## src/rtl/alu_seq_ctrl.sv

```systemverilog
// Sequencer between board switches, a 7-bit ALU and a 2-digit hex display.
// Latches operands on start, holds them for EXEC_CYCLES, then captures result/flags.
// A free-running prescaler time-multiplexes the captured result onto two digits.
module alu_seq_ctrl #(
    parameter int unsigned EXEC_CYCLES = 1,
    parameter int unsigned SCAN_DIV    = 100000
) (
    input  logic       clk,
    input  logic       reset,
    input  logic       start,
    input  logic [6:0] sw_a,
    input  logic [6:0] sw_b,
    input  logic [1:0] sw_op,
    input  logic [7:0] alu_result,
    input  logic [4:0] alu_flags,
    output logic [6:0] alu_a,
    output logic [6:0] alu_b,
    output logic [1:0] alu_op,
    output logic       busy,
    output logic       done,
    output logic [7:0] result_q,
    output logic [4:0] flags_q,
    output logic       digit_sel,
    output logic [3:0] nibble,
    output logic [7:0] anodes
);

    localparam int unsigned CntW = (EXEC_CYCLES > 1) ? $clog2(EXEC_CYCLES) : 1;
    localparam int unsigned PreW = $clog2(SCAN_DIV);
    localparam logic [CntW-1:0] CntLast = CntW'(EXEC_CYCLES - 1);
    localparam logic [PreW-1:0] PreLast = PreW'(SCAN_DIV - 1);

    typedef enum logic {
        StIdle,
        StExec
    } state_e;

    state_e          state_q, state_d;
    logic [CntW-1:0] cnt_q, cnt_d;
    logic [6:0]      alu_a_q, alu_a_d;
    logic [6:0]      alu_b_q, alu_b_d;
    logic [1:0]      alu_op_q, alu_op_d;
    logic            done_q, done_d;
    logic [7:0]      result_d;
    logic [4:0]      flags_d;

    logic [PreW-1:0] pre_q, pre_d;
    logic            sel_q, sel_d;
    logic [3:0]      nib_q, nib_d;
    logic [7:0]      an_q, an_d;

    // Sequencer next-state: latch on start, count exec cycles, capture on the last one.
    always_comb begin
        state_d  = state_q;
        cnt_d    = cnt_q;
        alu_a_d  = alu_a_q;
        alu_b_d  = alu_b_q;
        alu_op_d = alu_op_q;
        result_d = result_q;
        flags_d  = flags_q;
        done_d   = 1'b0;
        unique case (state_q)
            StIdle: begin
                if (start) begin
                    alu_a_d  = sw_a;
                    alu_b_d  = sw_b;
                    alu_op_d = sw_op;
                    cnt_d    = '0;
                    state_d  = StExec;
                end
            end
            StExec: begin
                // start is deliberately not observed here: requests during EXEC are dropped.
                if (cnt_q == CntLast) begin
                    result_d = alu_result;
                    flags_d  = alu_flags;
                    done_d   = 1'b1;
                    state_d  = StIdle;
                end else begin
                    cnt_d = cnt_q + CntW'(1);
                end
            end
            default: state_d = StIdle;
        endcase
    end

    // Display scan next-state: digit flips on prescaler wrap, nibble tracks result_q every cycle.
    always_comb begin
        pre_d = (pre_q == PreLast) ? '0 : pre_q + PreW'(1);
        sel_d = (pre_q == PreLast) ? ~sel_q : sel_q;
        nib_d = sel_d ? result_q[7:4] : result_q[3:0];
        an_d  = sel_d ? 8'hFD : 8'hFE;
    end

    // Sequencer and capture registers.
    always_ff @(posedge clk or negedge reset) begin
        if (!reset) begin
            state_q  <= StIdle;
            cnt_q    <= '0;
            alu_a_q  <= '0;
            alu_b_q  <= '0;
            alu_op_q <= '0;
            done_q   <= 1'b0;
            result_q <= '0;
            flags_q  <= '0;
        end else begin
            state_q  <= state_d;
            cnt_q    <= cnt_d;
            alu_a_q  <= alu_a_d;
            alu_b_q  <= alu_b_d;
            alu_op_q <= alu_op_d;
            done_q   <= done_d;
            result_q <= result_d;
            flags_q  <= flags_d;
        end
    end

    // Display scan registers; anodes reset to digit 0 so exactly one is always enabled.
    always_ff @(posedge clk or negedge reset) begin
        if (!reset) begin
            pre_q <= '0;
            sel_q <= 1'b0;
            nib_q <= '0;
            an_q  <= 8'hFE;
        end else begin
            pre_q <= pre_d;
            sel_q <= sel_d;
            nib_q <= nib_d;
            an_q  <= an_d;
        end
    end

    assign alu_a     = alu_a_q;
    assign alu_b     = alu_b_q;
    assign alu_op    = alu_op_q;
    assign busy      = (state_q == StExec);
    assign done      = done_q;
    assign digit_sel = sel_q;
    assign nibble    = nib_q;
    assign anodes    = an_q;

endmodule
```

## config.mk

```make
export PLATFORM = sky130hd
export DESIGN_NAME = alu_seq_ctrl
export DESIGN_NICKNAME = d
export VERILOG_FILES = /design/src/rtl/alu_seq_ctrl.sv
export SDC_FILE = /design/constraint.sdc
export NUM_CORES = 1
export LEC_CHECK = 0
export ABC_AREA = 1
export BUFFER_PORTS_ARGS = -buffer_cell sky130_fd_sc_hd__buf_2
export CAP_MARGIN = 40
export CORE_ASPECT_RATIO = 1.5
export CORE_MARGIN = 5
export CORE_UTILIZATION = 35
export CTS_BUF_LIST = sky130_fd_sc_hd__clkbuf_8 sky130_fd_sc_hd__clkbuf_16
export CTS_CLUSTER_DIAMETER = 120
export DETAILED_ROUTE_END_ITERATION = 10
export PLACE_DENSITY_LB_ADDON = 0.15
export SYNTH_ARGS = -nofsm -noshare
export SYNTH_HDL_FRONTEND = slang
export SYNTH_SLANG_ARGS = --single-unit
```

## constraint.sdc

```tcl
create_clock -name clk -period 1.3 [get_ports clk]
set_input_delay 0.26 -clock clk [delete_from_list [all_inputs] [get_ports clk]]
set_output_delay 0.26 -clock clk [all_outputs]
set_load 0.05 [all_outputs]
```

==> out/metrics.csv <==
metric,value,unit
initial DRC count,64,
Total GRT Usage,14.34,%
Routed Antenna Nets,0,
cells along the critical path,"nand3_4, nor2_4, nand2_2, nor2_4, xor2_1, nor2_1",
Worst Skew,0.008512,ns
FMAX,0.7509,GHz
register area,0.001361,mm2
final setup vio count,9,
Die Ht,112.9,um
period utilization,102.4,%
max_cap viols,0,
"Max stage delay cell, worst path",dfrtp_1,
H-tree Lvls,2,
critical path data required time,1.50,ns
Synth area leader,dfrtp_1,
TritonCTS clock tree,done,
Post-Synthesis Cell Area,0.002472,mm2
first-pass GRT wire length,9970,um
1st-pass router iterations,4,
CP Max Fanout,4,
Lkg Pwr,0.001794,uW
post-synthesis sequential area ratio,54.71,%
clock sinks,54,
Yosys warnings,0,
VDD IR max,0.0005926,V
cell mode on critical path,nor2_4,
Synth Register Bits,54,
Die W,78.63,um
grt ovf,0,
Max Root-Sink Buffers,2,
initial core utilization,35.84,%
CP Class,flop to flop,
gpl congestion,0.8914,
synth unique cells,26,
antenna violations before repair,0,
final hold slack,0.1452,ns
I/O pin cnt,76,
final setup margin,-0.03171,ns
"Hold Vio Cnt, Final",0,
WL final,6182,um
Port Buf Inserts,69,
Yosys top cell area share,53.64,%
failing checks,negative setup slack,
root buf cell,clkbuf_8,
CP Capture Type,flop,
vias per inst,4.553,
Critical Path Source Type,flop,
fraction of layout cells with a size suffix above 1,46.59,%
worst skew pair latency,0.31,ns
synth-to-layout area growth,38.41,%
Placement Setup Slack,-0.05083,ns
Rows,37,
final net count,399,
synth top area cells,"dfrtp_1 (54%), nand2_1 (12%), mux2_2 (5.9%)",
vias in the first global route,2095,
Antenna diodes,0,
fin. max-slew vios,0,
cell family with most CP delay,simple AND/OR/NAND/NOR gates,
unrepaired setup endpoints after global routing,yes,
Syn Area/Cell,9.295,um2
area of the multi-input gates,0.001119,mm2
Worst Path Buf+Inv,0,
vias post-DR,2026,
largest net degree at the start of global routing,55,
Critical Path Max Stage Delay,0.51,ns
Period minus WS final,1.332,ns
WL per Instance,13.89,um
Power Density,1180,mW/mm2
DRC violations left,0,
fillcell total,662,
run status,finished with violations,
CTS Buf Count,5,
worst hold-check path type,input pin to flop,
Clock transition at path regs,0.10,ns
Syn Inst Count,266,
placed wire-length estimate,4505,um
die area,0.008880,mm2
core area,0.006898,mm2
crit path DAT,1.53,ns
layout make-up:
type | count | area share, %
Tap cell | 78 | 2.852
Clock inverter | 3 | 1.097
Timing Repair Buffer | 99 | 18.32
Clock buffer | 5 | 2.011
Inverter | 29 | 3.254
Multi-Input combinational cell | 177 | 32.69
Sequential cell | 54 | 39.78
registers in the layout, indices dropped and copies added, names as in the netlist:
| signal | count |
|---|---|
| busy | 1 |
| alu_a | 7 |
| flags_q | 5 |
| nibble | 4 |
| result_q | 8 |
| alu_op | 2 |
| done | 1 |
| pre_q | 17 |
| anodes | 2 |
| alu_b | 7 |
worst paths after layout:
check	start	to	slack [ns]	depth (start not counted)
worst max-delay path	pre_q[2]	pre_q[7]	-0.03	6
worst min-delay path	sw_b[2]	alu_b[2]	0.15	3
worst max register to register	pre_q[2]	pre_q[7]	-0.03	6
worst min register to register	alu_b[3]	alu_b[3]	0.48	2
max in group asynchronous	reset	anodes[1]	0.52	3
min in group asynchronous	reset	alu_op[0]	0.47	3
tightest hold or removal path, delay by kind of cell:
family        cells  cell delay [ns]
buf+inv           1             0.07
simple gates      2             0.09
cells in the final DEF (no fill, tap or decap), drive strengths merged:
cell type     n
dfstp         1
o21ai         1
and2          1
nor4          1
buf          98
nand4         1
nand3        23
dfrtp        53
nor2         28
ha            1
xor2         11
mux2         13
a21oi         1
dlygate4sd3   1
conb          6
nand3b        2
clkbuf        5
inv          31
nor3          7
nand2        81
bufinv        1
per-layer routing:
| layer | GRT usage (%) | part of all wire, % | vias to the layer above | wire length, um |
|---|---|---|---|---|
| li1 | - | - | 1011 | - |
| met1 | 15.77 | 37 | 944 | 2288 |
| met2 | 26.43 | 55 | 56 | 3413 |
| met3 | 3.025 | 4.5 | 15 | 281 |
| met4 | 5.601 | 3.2 | 0 | 199 |
| met5 | 0 | 0 | - | 0 |
cells by family (layout without fill, tap and decap cells):
family,after synthesis,after routing,synth area share [%]
other cells,1,6,0.1517
simple gates,144,144,27.02
flops,54,54,54.71
fa+ha+maj,1,1,0.5060
compound gates,2,2,0.4045
buf+inv,40,136,7.389
xor+xnor,11,11,3.897
mux,13,13,5.921
cells in the mapped netlist:
library cell  number
dfrtp_1           53
nand4_2            1
buf_4              8
xor2_1            11
buf_2              2
nand3b_1           2
clkbuf_1           1
a21oi_1            1
nand3_1           20
mux2_2            13
ha_1               1
nor3_1             5
and2_1             1
dfstp_2            1
nor3_2             2
inv_2              5
nor2_4             2
inv_1             24
conb_1             1
o21ai_0            1
nand2_2            5
nor2_2             4
nand3_2            3
nor2_1            22
nor4_2             1
nand2_1           76
repair_timing:
item                                   4_1_cts  5_1_grt
pin swaps                                    2       12
endpoints found under the hold margin       53        0
gates resized for setup                     22       29
hold buffers                                 1        0
buffers inserted                             2        6
setup endpoints to repair                   16       21
per-stage QoR:
step	total power [uW]	cell area (um2)	setup TNS [ns]	cells	util (%)
floorplan	2689	2522	0	271	-
global placement	2963	3052	-0.09583	428	44.24
detailed placement	2967	3052	-0.2865	428	44.24
CTS	4115	3279	-0.003837	439	47.54
global route	4236	3422	-1.531	445	49.61
finish	4038	3422	-0.1462	445	49.61
where the power goes:
group / switching, uW / leakage [uW] / internal (uW)
clock: 544 / 0.0000607 / 562
combinational: 768 / 0.00107 / 250
sequential: 87.7 / 0.000660 / 1830
(Power assumes the default switching activity.)
